<file path="src/rtl/freq_sweep_ctrl_if.sv">
// Control/status bundle between a sweep requester and freq_sweep_ctrl.
// The master drives the sweep configuration; the slave returns k/en and status.
interface freq_sweep_ctrl_if #(
    parameter int STEP_BIT  = 5,
    parameter int DWELL_BIT = 12
);
    logic                 start;
    logic                 abort;
    logic                 mode;
    logic [STEP_BIT-1:0]  k_start;
    logic [STEP_BIT-1:0]  k_stop;
    logic [DWELL_BIT-1:0] dwell;
    logic [STEP_BIT-1:0]  k;
    logic                 en;
    logic                 busy;
    logic                 done;

    modport master (
        output start, abort, mode, k_start, k_stop, dwell,
        input  k, en, busy, done
    );

    modport slave (
        input  start, abort, mode, k_start, k_stop, dwell,
        output k, en, busy, done
    );
endinterface

</file>
<file path="src/rtl/freq_sweep_ctrl.sv">
// Linear sweep generator for an accumulator step word: walks k from k_start to
// k_stop one code at a time, holding each code for a dwell count.
module freq_sweep_ctrl #(
    parameter int STEP_BIT  = 5,
    parameter int DWELL_BIT = 12
) (
    input  logic              clk,
    input  logic              rst,
    freq_sweep_ctrl_if.slave  bus
);
    typedef enum logic {IDLE, RUN} state_t;

    state_t               state, state_n;
    logic [STEP_BIT-1:0]  k_q, k_n;
    logic [STEP_BIT-1:0]  ks_q, ks_n;
    logic [STEP_BIT-1:0]  kp_q, kp_n;
    logic [STEP_BIT-1:0]  tgt_q, tgt_n;
    logic [DWELL_BIT-1:0] cnt_q, cnt_n;
    logic [DWELL_BIT-1:0] rld_q, rld_n;
    logic                 mode_q, mode_n;
    logic                 done_q, done_n;
    logic [STEP_BIT-1:0]  swap_tgt;

    // One code toward t; direction follows from the comparison, so equal holds.
    function automatic logic [STEP_BIT-1:0] step_to(input logic [STEP_BIT-1:0] cur,
                                                   input logic [STEP_BIT-1:0] t);
        if (cur < t)      step_to = cur + STEP_BIT'(1);
        else if (cur > t) step_to = cur - STEP_BIT'(1);
        else              step_to = cur;
    endfunction

    always_ff @(posedge clk or negedge rst) begin
        if (!rst) begin
            state  <= IDLE;
            k_q    <= '0;
            ks_q   <= '0;
            kp_q   <= '0;
            tgt_q  <= '0;
            cnt_q  <= '0;
            rld_q  <= '0;
            mode_q <= 1'b0;
            done_q <= 1'b0;
        end else begin
            state  <= state_n;
            k_q    <= k_n;
            ks_q   <= ks_n;
            kp_q   <= kp_n;
            tgt_q  <= tgt_n;
            cnt_q  <= cnt_n;
            rld_q  <= rld_n;
            mode_q <= mode_n;
            done_q <= done_n;
        end
    end

    assign swap_tgt = (tgt_q == kp_q) ? ks_q : kp_q;

    always_comb begin
        state_n = state;
        k_n     = k_q;
        ks_n    = ks_q;
        kp_n    = kp_q;
        tgt_n   = tgt_q;
        cnt_n   = cnt_q;
        rld_n   = rld_q;
        mode_n  = mode_q;
        done_n  = 1'b0;
        case (state)
            IDLE: begin
                if (bus.start && !bus.abort) begin
                    ks_n    = bus.k_start;
                    kp_n    = bus.k_stop;
                    tgt_n   = bus.k_stop;
                    mode_n  = bus.mode;
                    // dwell of 0 behaves as 1, i.e. reload value 0
                    rld_n   = (bus.dwell == '0) ? '0 : bus.dwell - DWELL_BIT'(1);
                    cnt_n   = (bus.dwell == '0) ? '0 : bus.dwell - DWELL_BIT'(1);
                    k_n     = bus.k_start;
                    state_n = RUN;
                end
            end
            RUN: begin
                if (bus.abort) begin
                    state_n = IDLE;
                end else if (cnt_q != '0) begin
                    cnt_n = cnt_q - DWELL_BIT'(1);
                end else if (k_q != tgt_q) begin
                    k_n   = step_to(k_q, tgt_q);
                    cnt_n = rld_q;
                end else if (!mode_q) begin
                    state_n = IDLE;
                    done_n  = 1'b1;
                end else begin
                    tgt_n = swap_tgt;
                    k_n   = step_to(k_q, swap_tgt);
                    cnt_n = rld_q;
                end
            end
            default: state_n = IDLE;
        endcase
    end

    assign bus.k    = k_q;
    assign bus.en   = (state == RUN);
    assign bus.busy = (state == RUN);
    assign bus.done = done_q;
endmodule

</file>
<file path="src/flat_wrapper.sv">
// flat-port wrapper written by rule: the top's interface ports become plain ports
module freq_sweep_ctrl_flat 
#(
    parameter int STEP_BIT  = 5,
    parameter int DWELL_BIT = 12
)
  (clk, rst, bus_start, bus_abort, bus_mode, bus_k_start, bus_k_stop, bus_dwell, bus_k, bus_en, bus_busy, bus_done);
  freq_sweep_ctrl_if #(.STEP_BIT(STEP_BIT), .DWELL_BIT(DWELL_BIT)) bus_i ();
  input  logic clk;
  input  logic rst;
  input wire logic [$bits(bus_i.start)-1:0] bus_start;
  input wire logic [$bits(bus_i.abort)-1:0] bus_abort;
  input wire logic [$bits(bus_i.mode)-1:0] bus_mode;
  input wire logic [$bits(bus_i.k_start)-1:0] bus_k_start;
  input wire logic [$bits(bus_i.k_stop)-1:0] bus_k_stop;
  input wire logic [$bits(bus_i.dwell)-1:0] bus_dwell;
  output wire logic [$bits(bus_i.k)-1:0] bus_k;
  output wire logic [$bits(bus_i.en)-1:0] bus_en;
  output wire logic [$bits(bus_i.busy)-1:0] bus_busy;
  output wire logic [$bits(bus_i.done)-1:0] bus_done;
  assign bus_i.start = bus_start;
  assign bus_i.abort = bus_abort;
  assign bus_i.mode = bus_mode;
  assign bus_i.k_start = bus_k_start;
  assign bus_i.k_stop = bus_k_stop;
  assign bus_i.dwell = bus_dwell;
  assign bus_k = bus_i.k;
  assign bus_en = bus_i.en;
  assign bus_busy = bus_i.busy;
  assign bus_done = bus_i.done;
  freq_sweep_ctrl #(.STEP_BIT(STEP_BIT), .DWELL_BIT(DWELL_BIT)) u_core (.clk(clk), .rst(rst), .bus(bus_i));
endmodule
</file>
<file path="config.mk">
export PLATFORM = sky130hd
export DESIGN_NAME = freq_sweep_ctrl_flat
export DESIGN_NICKNAME = d
export VERILOG_FILES = /design/src/rtl/freq_sweep_ctrl_if.sv /design/src/rtl/freq_sweep_ctrl.sv /design/src/flat_wrapper.sv
export SDC_FILE = /design/constraint.sdc
export NUM_CORES = 1
export LEC_CHECK = 0
export CORE_AREA = 3 3 100 102
export CTS_CLUSTER_SIZE = 14
export DETAILED_ROUTE_END_ITERATION = 12
export DIE_AREA = 0 0 103 105
export GPL_ROUTABILITY_DRIVEN = 0
export GPL_TIMING_DRIVEN = 0
export PLACE_DENSITY_LB_ADDON = 0.1
export SYNTH_ARGS = -nofsm -noshare
export SYNTH_HDL_FRONTEND = slang
export SYNTH_SLANG_ARGS = --single-unit
</file>
<file path="constraint.sdc">
create_clock -name clk -period 4.4 [get_ports clk]
set_input_delay 0.88 -clock clk [delete_from_list [all_inputs] [get_ports clk]]
set_output_delay 0.88 -clock clk [all_outputs]
set_load 0.05 [all_outputs]
</file>
## Word level (Yosys, flattened, before mapping)

Index checks and enable logic that the tools add are counted.

- Bits of input ports: 27
- Word-level logic and storage cells: 72
- Output and inout port bits: 8
- Bits in registers: 47

- Equality and inequality tests: 11
- Bitwise operators: 1
- Mux-type cells: 35
- $add $sub $neg: 4
- Reductions and logical operators: 8
- Order comparisons: 4

Operators by type and width:

| kind | count |
|---|---|
| $mux 5 | 15 |
| $mux 12 | 6 |
| $pmux 12 s2 | 1 |
| $sub 12x1->12 const B | 2 |
| $pmux 5 s2 | 2 |
| $logic_not 12->1 | 1 |
| $ne 4x4->1 const B | 3 |
| $reduce_bool 12->1 | 1 |
| $gt 5x5->1 | 2 |
| $lt 5x5->1 | 2 |
| $mux 1 | 10 |
| $ne 2x2->1 const B | 4 |
| $reduce_and 6->1 | 1 |
| $add 5x1->5 const B | 1 |
| $eq 5x5->1 | 1 |
| $ne 5x5->1 | 1 |
| $reduce_and 5->1 | 1 |
| $sub 5x1->5 const B | 1 |
| $ne 3x3->1 const B | 1 |
| $reduce_and 3->1 | 1 |
| $ne 2x1->1 const B | 1 |
| $pmux 1 s2 | 1 |
| $reduce_and 2->1 | 1 |
| $logic_and 1x1->1 | 1 |
| 2 further kinds | 2 |

## Longest topological paths before layout

Gate-level depths: netlist of run 1.

- Depth in word-level cells: 10
- Gate-level depth with buffers: 12
- Mapped depth without buffers: 11

## Worst setup path before layout of run 1

Ideal clock, no wire load.

- Kind: register to register
- From: register u_core.kp_q[4]
- To: register u_core.k_q[2] (netlist: u_core.bus.k[2])
- Cell stages (with the launch flop): 12
- Setup slack: 1308 ps
- Arrival time: 2963 ps
- Buffers on the path: 1
- Setup time: 129 ps
- Data required time: 4271 ps
- Clock period less this slack: 3092 ps
- Path through: dfrtp_1 -> xnor2_1 -> nand3_1 -> nor3_2 -> mux2i_1 -> ha_1 -> or4b_4 -> o211ai_2 -> a21oi_1 -> o41a_1 -> buf_6 -> a2111o_1

- Word-level cells in the longest chain between the ends: 9
- Elaborated cells between the ends (all ways): 12
- Classes of those cells: 2 x order compare; 2 x eq/ne; 7 x mux; 1 x reduce/logical

Ends and longest elaborated chain:

| element | RTL line | text |
|---|---|---|
| start, declared | freq_sweep_ctrl.sv:16 | `logic [STEP_BIT-1:0] kp_q, kp_n;` |
| start signal, assigned | freq_sweep_ctrl.sv:47 | `kp_q <= kp_n;` |
| $eq 5x5->1 | freq_sweep_ctrl.sv:56 | `assign swap_tgt = (tgt_q == kp_q) ? ks_q : kp_q;` |
| $mux 5 (*) | freq_sweep_ctrl.sv:56 |  |
| $lt 5x5->1 | freq_sweep_ctrl.sv:27 | `if (cur < t) step_to = cur + STEP_BIT'(1);` |
| $mux 5 | freq_sweep_ctrl.sv:27 |  |
| $mux 5 | freq_sweep_ctrl.sv:90 | `end else if (!mode_q) begin` |
| $mux 5 | freq_sweep_ctrl.sv:87 | `end else if (k_q != tgt_q) begin` |
| $mux 5 | freq_sweep_ctrl.sv:85 | `end else if (cnt_q != '0) begin` |
| $mux 5 | freq_sweep_ctrl.sv:83 | `if (bus.abort) begin` |
| $pmux 5 s2 | freq_sweep_ctrl.sv:68 | `case (state)` |
| end signal, assigned | freq_sweep_ctrl.sv:45 | `k_q <= k_n;` |
| end, declared | freq_sweep_ctrl.sv:14 | `logic [STEP_BIT-1:0] k_q, k_n;` |

Mark *: on every way between the ends. The rest lies on a longest branch, timed or not. The select of a mux whose other input is x is not followed.
A chain may end at the register's enable or synchronous reset.

## Final worst setup path of run 1

Same ends and word-level chain as after synthesis.

==> results of run 1 <==
power by group:
group | switching, µW | total, µW | leakage [µW] | internal, µW
clock | 159 | 270 | 0.0000402 | 111
combinational | 368 | 647 | 0.000984 | 279
sequential | 97.9 | 613 | 0.000565 | 515
total | 625 | 1530 | 0.00159 | 905
how the worst min path moves through the flow:
stage | to | slack (ns) | startpoint
4_1_cts | u_core.rld_q[9]$_DFFE_PN0P_ | 0.49 | u_core.rld_q[9]$_DFFE_PN0P_
3_5_place_dp | u_core.rld_q[9]$_DFFE_PN0P_ | 0.47 | u_core.rld_q[9]$_DFFE_PN0P_
5_1_grt | u_core.rld_q[8]$_DFFE_PN0P_ | 0.52 | u_core.rld_q[8]$_DFFE_PN0P_
6_report | u_core.rld_q[9]$_DFFE_PN0P_ | 0.49 | u_core.rld_q[9]$_DFFE_PN0P_
3_3_place_gp | u_core.rld_q[11]$_DFFE_PN0P_ | 0.46 | u_core.rld_q[11]$_DFFE_PN0P_
2_1_floorplan | u_core.ks_q[0]$_DFFE_PN0P_ | 0.44 | u_core.ks_q[0]$_DFFE_PN0P_
critical path: stages, from the launching register on:
cell and delay [ns]:
dfrtp_1 0.43, xnor2_1 0.18, nand3_1 0.11, nor3_2 0.50, mux2i_1 0.22, ha_1 0.24, or4b_4 0.52, o211ai_2 0.15
a21oi_1 0.08, o41a_1 0.35, buf_6 0.16, a2111o_1 0.40
layer usage:
metal	up-vias	wire (µm)
li1	1414	-
met1	1391	3990
met2	34	4540
met3	13	230
met4	0	141
met5	-	0
flip-flops by register name, indices dropped and copies added (netlist names):
| signal | flops |
|---|---|
| u_core.mode_q | 1 |
| u_core.cnt_q | 12 |
| u_core.bus.busy | 1 |
| u_core.bus.k | 5 |
| u_core.rld_q | 12 |
| u_core.ks_q | 5 |
| u_core.tgt_q | 5 |
| u_core.kp_q | 5 |
| u_core.bus.done | 1 |
stage by stage:
stage / instance area (µm²) / util [%]
finish: 3770 / 41.0
global route: 3770 / 41.0
CTS: 3770 / 41.0
detailed placement: 3680 / 40.1
global placement: 3670 / 39.9
floorplan: 3190 / -
synth_stat cells, types with 2 or more instances:
library cell / instances / area share, %
a211oi_1: 4 / 0.94
a21o_1: 2 / 0.47
a21oi_1: 33 / 5.2
a22oi_1: 2 / 0.47
and4_1: 2 / 0.55
buf_2: 3 / 0.47
clkbuf_1: 12 / 1.4
dfrtp_1: 47 / 37
ha_1: 15 / 5.9
inv_1: 15 / 1.8
mux2_2: 6 / 2.1
mux2i_1: 13 / 4.1
nand2_1: 56 / 6.6
nand3_1: 9 / 1.4
nor2_1: 32 / 3.8
nor2b_1: 4 / 0.78
nor3_1: 20 / 3.1
nor3b_1: 2 / 0.47
nor4_1: 5 / 0.98
o211ai_1: 3 / 0.71
o21ai_0: 19 / 3.0
o22a_1: 4 / 1.1
o31a_1: 2 / 0.55
o31ai_1: 6 / 1.4
or3_1: 6 / 1.2
xnor2_1: 15 / 4.1
xor2_1: 9 / 2.5
layout make-up:
| cell class | count | area (µm²) | area share, % |
|---|---|---|---|
| multi-input combinational | 294 | 1870 | 49.7 |
| sequential | 47 | 1180 | 31.2 |
| timing repair buffer | 35 | 355 | 9.42 |
| tap | 111 | 139 | 3.68 |
| buffer | 18 | 82.6 | 2.19 |
| clock buffer | 5 | 68.8 | 1.82 |
| inverter | 15 | 56.3 | 1.49 |
| clock inverter | 3 | 20.0 | 0.531 |
kinds of logic (layout without fill, tap and decap cells):
logic type / Yosys count / after routing / synth area share (%)
AND/OR/NAND/NOR: 147 / 147 / 22.2
AO/OA/AOI/OAI: 89 / 89 / 17.9
flip-flops: 47 / 47 / 36.9
buffers and inverters: 33 / 76 / 4.35
XOR/XNOR: 24 / 24 / 6.59
multiplexers: 19 / 19 / 6.20
adder cells (fa/ha/maj): 15 / 15 / 5.88
==> impl_metrics.env, run 1 <==
export IMPL_hold_worst_slack_ns=0.486
export IMPL_postSynth_topFlopCell="dfrtp_1"
export IMPL_post_synthesis_async_set_or_reset_flop_share_pct=100
export IMPL_p_total_uw=1530
export IMPL_synth_seq_cells=47
export IMPL_cts_made_buffers=5
export IMPL_rrSetupSlack_ns=0.94
export IMPL_synth_edf_count=0
export IMPL_hold_viol_final=0
export IMPL_critical_path_startpoint_type="flop"
export IMPL_max_freq_ghz=0.289
export IMPL_relSlewSlack_pct=47.7
export IMPL_grt_pass1_vias=2956
export IMPL_number_of_routed_nets_with_antenna_violations=0
export IMPL_effective_utilization_at_floorplan_pct=34.7
export IMPL_route_vias_total=2852
export IMPL_grt_overflow=0
export IMPL_final_setup_fails=0
export IMPL_final_layout_size_suffix_gt1_share_pct=7.43
export IMPL_ctsResizeCount=0
export IMPL_use_met2_pct=30.0
export IMPL_total_leakage_power_uw=0.00159
export IMPL_grt_start_max_net_pins=28
export IMPL_placeableCoreArea_mm2=0.00920
export IMPL_tns_ns=0
export IMPL_post_cts_setup_buffers=0
export IMPL_detail_route_wirelength_um=8900
export IMPL_drt_iter0_drc=82
export IMPL_timing_hold_worst_class="flop to flop"
export IMPL_grt_first_pass_wirelength_um=14800
export IMPL_drcViolationCount=0
export IMPL_die_area_mm2=0.0108
export IMPL_antenna_cells=0
export IMPL_critPathArrivalTime_ns=3.65
export IMPL_final_setup_skew_ns=0.0170
export IMPL_yosys_warnings=0
export IMPL_cts_root_buf="clkbuf_8"
export IMPL_grt_antenna_before_repair=0
export IMPL_grtUsageTotal_pct=17.4
export IMPL_commonest_non_fill_non_tap_cell_in_the_layout="nand2_1"
export IMPL_max_slew_worst_pin_slew_ns=0.780
export IMPL_ys_types=55
export IMPL_vdd_ir_drop_worst_mv=0.134
export IMPL_cts_htree_levels=2
export IMPL_min_delay_path_depth=2
export IMPL_path_class="flop to flop"
export IMPL_vias_per_cell=5.40
export IMPL_grtUsageMet3_pct=2.60
export IMPL_ff2ff_path_depth=11
export IMPL_detailed_place_hpwl_um=6840
export IMPL_gr_usage_met1_pct=22.7
export IMPL_clkLatencyLatePin_ns=0.31
export IMPL_power_per_cell_area_mw_per_mm2=406
export IMPL_synthCells=374
export IMPL_worstPathMaxFanout=10
export IMPL_syn_area_per_cell_um2=8.53
export IMPL_critical_path_endpoint="u_core.bus.k[2]$_DFFE_PN0P_"
export IMPL_wire_per_inst_um=16.8
export IMPL_grt_setup_unrepaired="no"
export IMPL_crit_path_start="u_core.kp_q[4]$_DFFE_PN0P_"
export IMPL_cts_tree="done"
export IMPL_layout_min_cycle_time_ns=3.46
export IMPL_status="completed"
export IMPL_synthesis_area_mm2=0.00319
export IMPL_die_height_um=105
export IMPL_synth_yosys_seq_area_share_pct=36.9
export IMPL_crit_required_ns=4.59
export IMPL_final_period_utilization_pct=78.7
export IMPL_pre_cts_ws_ns=0.945
export IMPL_placed_cells=520
export IMPL_n_fill_cell=926
export IMPL_syn_nets=416
export IMPL_worst_setup_path_end_kind="flop"
export IMPL_rows=35
export IMPL_detail_route_first_pass_iterations=4
export IMPL_numClockSinks=47
export IMPL_layoutNonFillerInstCount=528
export IMPL_post_route_worst_setup_slack_ns=0.939
export IMPL_numPortBuffers=34
export IMPL_r2r_end="u_core.bus.k[2]$_DFFE_PN0P_"
export IMPL_ios=35
export IMPL_maximum_number_of_buffers_from_clock_root_to_sink=2
export IMPL_fin_nets=458
export IMPL_finalMaxSlewViolations=0
export IMPL_die_width_um=103
export IMPL_clk_pin_slew_worst_paths_ns=0.10
export IMPL_r2r_start="u_core.kp_q[4]$_DFFE_PN0P_"
export IMPL_flow_area_growth_from_synthesis_pct=18.3
export IMPL_top_usage_layer="met2"
export IMPL_cts_hold_buffers_added=0
export IMPL_cap_violations=0
export IMPL_most_frequent_cells_in_the_layout="nand2_1, dfrtp_1, a21oi_1, clkdlybuf4s50_1, nor2_1"
Note: power is estimated with default switching activity, not from simulation.
==> run 2, diff against run 1 <==
Clock period 4.4 ns to 2.9 ns, I/O delays scaled along.
==> impl_metrics.env, run 2 (synthesis results as in run 1) <==
export IMPL_status="finished with violations"
export IMPL_failed_checks="negative setup slack"
export IMPL_cts_root_buf="clkbuf_8"
export IMPL_switching_power_uw=1010
export IMPL_maximum_number_of_buffers_from_clock_root_to_sink=2
export IMPL_rrSetupSlack_ns=-0.15
export IMPL_grt_antenna_before_repair=0
export IMPL_final_setup_skew_ns=0.0105
export IMPL_power_share_sequential_pct=35.0
export IMPL_crit_path_start="u_core.kp_q[1]$_DFFE_PN0P_"
export IMPL_number_of_routed_nets_with_antenna_violations=0
export IMPL_slowest_delay_ns=0.53
export IMPL_max_slew_worst_pin_slew_ns=0.804
export IMPL_antenna_cells=0
export IMPL_r2r_start="u_core.kp_q[1]$_DFFE_PN0P_"
export IMPL_detailed_place_hpwl_um=6760
export IMPL_die_area_mm2=0.0108
export IMPL_critical_path_startpoint_type="flop"
export IMPL_placeableCoreArea_mm2=0.00920
export IMPL_finalMaxSlewViolations=0
export IMPL_worstPathMaxFanout=6
export IMPL_crit_path_cell_trace="xnor2_1 > nand3_1 > nor3_4 > buf_6 > mux2i_4 > ha_2 > or4b_4 > o211ai_2 > a21oi_2 > o41a_1 > buf_6 > a2111o_1"
export IMPL_layout_min_cycle_time_ns=3.05
export IMPL_hold_viol_final=0
export IMPL_route_vias_total=2868
export IMPL_detail_route_wirelength_um=9030
export IMPL_ff2ff_path_depth=12
export IMPL_final_period_utilization_pct=105
export IMPL_fin_nets=473
export IMPL_clkLatencyLatePin_ns=0.30
export IMPL_grt_setup_unrepaired="yes"
export IMPL_wire_per_inst_um=16.6
export IMPL_cts_htree_levels=2
export IMPL_intPower_uw=1640
export IMPL_flow_area_growth_from_synthesis_pct=27.3
export IMPL_layoutNonFillerInstCount=543
export IMPL_tns_ns=-0.556
export IMPL_area_sequential_mm2=0.00118
export IMPL_critPathArrivalTime_ns=3.23
export IMPL_effective_utilization_at_floorplan_pct=34.7
export IMPL_cts_made_buffers=5
export IMPL_numPortBuffers=34
export IMPL_hold_worst_slack_ns=0.226
export IMPL_final_layout_size_suffix_gt1_share_pct=14.8
export IMPL_crit_required_ns=3.09
export IMPL_power_switching_share_pct=38.1
export IMPL_detail_route_first_pass_iterations=4
export IMPL_die_width_um=103
export IMPL_vias_per_cell=5.28
export IMPL_cap_violations=0
export IMPL_r2r_end="u_core.bus.k[2]$_DFFE_PN0P_"
export IMPL_ios=35
export IMPL_grt_overflow=0
export IMPL_total_leakage_power_uw=0.00172
export IMPL_n_fill_cell=937
export IMPL_timing_hold_worst_class="input pin to async pin"
export IMPL_grt_first_pass_wirelength_um=14500
export IMPL_grt_start_max_net_pins=30
export IMPL_clock_power_share_pct=22.1
export IMPL_drt_iter0_drc=105
export IMPL_power_per_cell_area_mw_per_mm2=651
export IMPL_cts_hold_buffers_added=0
export IMPL_placed_cells=520
export IMPL_path_class="flop to flop"
export IMPL_numClockSinks=47
export IMPL_cts_tree="done"
export IMPL_relSlewSlack_pct=46.1
export IMPL_critical_path_endpoint="u_core.bus.k[2]$_DFFE_PN0P_"
export IMPL_multiInputGateArea_mm2=0.00200
export IMPL_layout_top_registers="u_core.cnt_q (12), u_core.rld_q (12)"
export IMPL_p_total_uw=2640
export IMPL_vdd_ir_drop_worst_mv=0.293
export IMPL_most_frequent_cells_in_the_layout="nand2_1, dfrtp_1, clkdlybuf4s50_1"
export IMPL_timing_critical_path_mode_cell="buf_6"
export IMPL_die_height_um=105
export IMPL_clk_pin_slew_worst_paths_ns=0.10
export IMPL_max_freq_ghz=0.328
export IMPL_rows=35
export IMPL_worst_setup_path_end_kind="flop"
export IMPL_commonest_non_fill_non_tap_cell_in_the_layout="nand2_1"
export IMPL_comb_power_share_pct=42.9
export IMPL_pre_cts_ws_ns=-0.345
export IMPL_drcViolationCount=0
export IMPL_final_setup_fails=5
export IMPL_cp_slowest_cell="or4b_4"
export IMPL_grt_pass1_vias=2853
export IMPL_grtUsageTotal_pct=17.1
export IMPL_post_route_worst_setup_slack_ns=-0.149
==> run 2: worst min path at each step <==
stage / startpoint / endpoint
after floorplan: rst / u_core.bus.busy$_DFF_PN0_
after global placement: u_core.rld_q[3]$_DFFE_PN0P_ / u_core.rld_q[3]$_DFFE_PN0P_
after detailed placement: u_core.rld_q[5]$_DFFE_PN0P_ / u_core.rld_q[5]$_DFFE_PN0P_
after CTS: rst / u_core.bus.k[4]$_DFFE_PN0P_
after global routing: rst / u_core.bus.k[4]$_DFFE_PN0P_
final: rst / u_core.bus.k[4]$_DFFE_PN0P_
==> run 2: metrics by stage <==
stage	util, %	area (µm²)
6_report	44.2	4060
3_3_place_gp	40.0	3680
2_1_floorplan	-	3200
3_5_place_dp	40.1	3690
4_1_cts	43.2	3980
5_1_grt	44.2	4060
==> run 2: final cells by class <==
type | count | share of cell area [%]
well taps | 111 | 3.42
multi-input cells | 294 | 49.2
repair buffers | 50 | 11.7
clock buffers | 6 | 1.79
flip-flops and latches | 47 | 29.0
plain buffers | 18 | 2.06
inverters | 15 | 1.39
clock inverters | 2 | 1.48
==> run 2: timing repair <==
action                     CTS  global route
pin swaps                   14             5
setup endpoints to repair    5            16
gates resized for setup     11            15
buffers inserted            13             2
==> run 2: layer usage <==
metal | wire length, µm | GRT usage [%] | vias to the layer above
li1 | - | - | 1446
met1 | 4080 | 21.2 | 1373
met2 | 4580 | 31.3 | 45
met3 | 293 | 2.54 | 4
met4 | 70 | 2.68 | 0
met5 | 0 | 0 | -
==> run 2: critical path: cells and delay by family, from the launching register on <==
kind,cells,cell delay [ns]
buffers and inverters,2,0.29
adders and majority gates,1,0.19
xor gates and xnor gates,1,0.17
muxes,1,0.07
DFF,1,0.41
and+or+nand+nor,3,0.84
AOI/OAI and AO/OA,4,0.94
==> run 2: power by group through the flow <==
stage	Clock (µW)	Combinational [µW]	Sequential (µW)
global placement	0	977	937
finish	584	1140	925
CTS	598	1080	924
detailed placement	0	996	940
floorplan	0	646	980
global route	622	1250	947
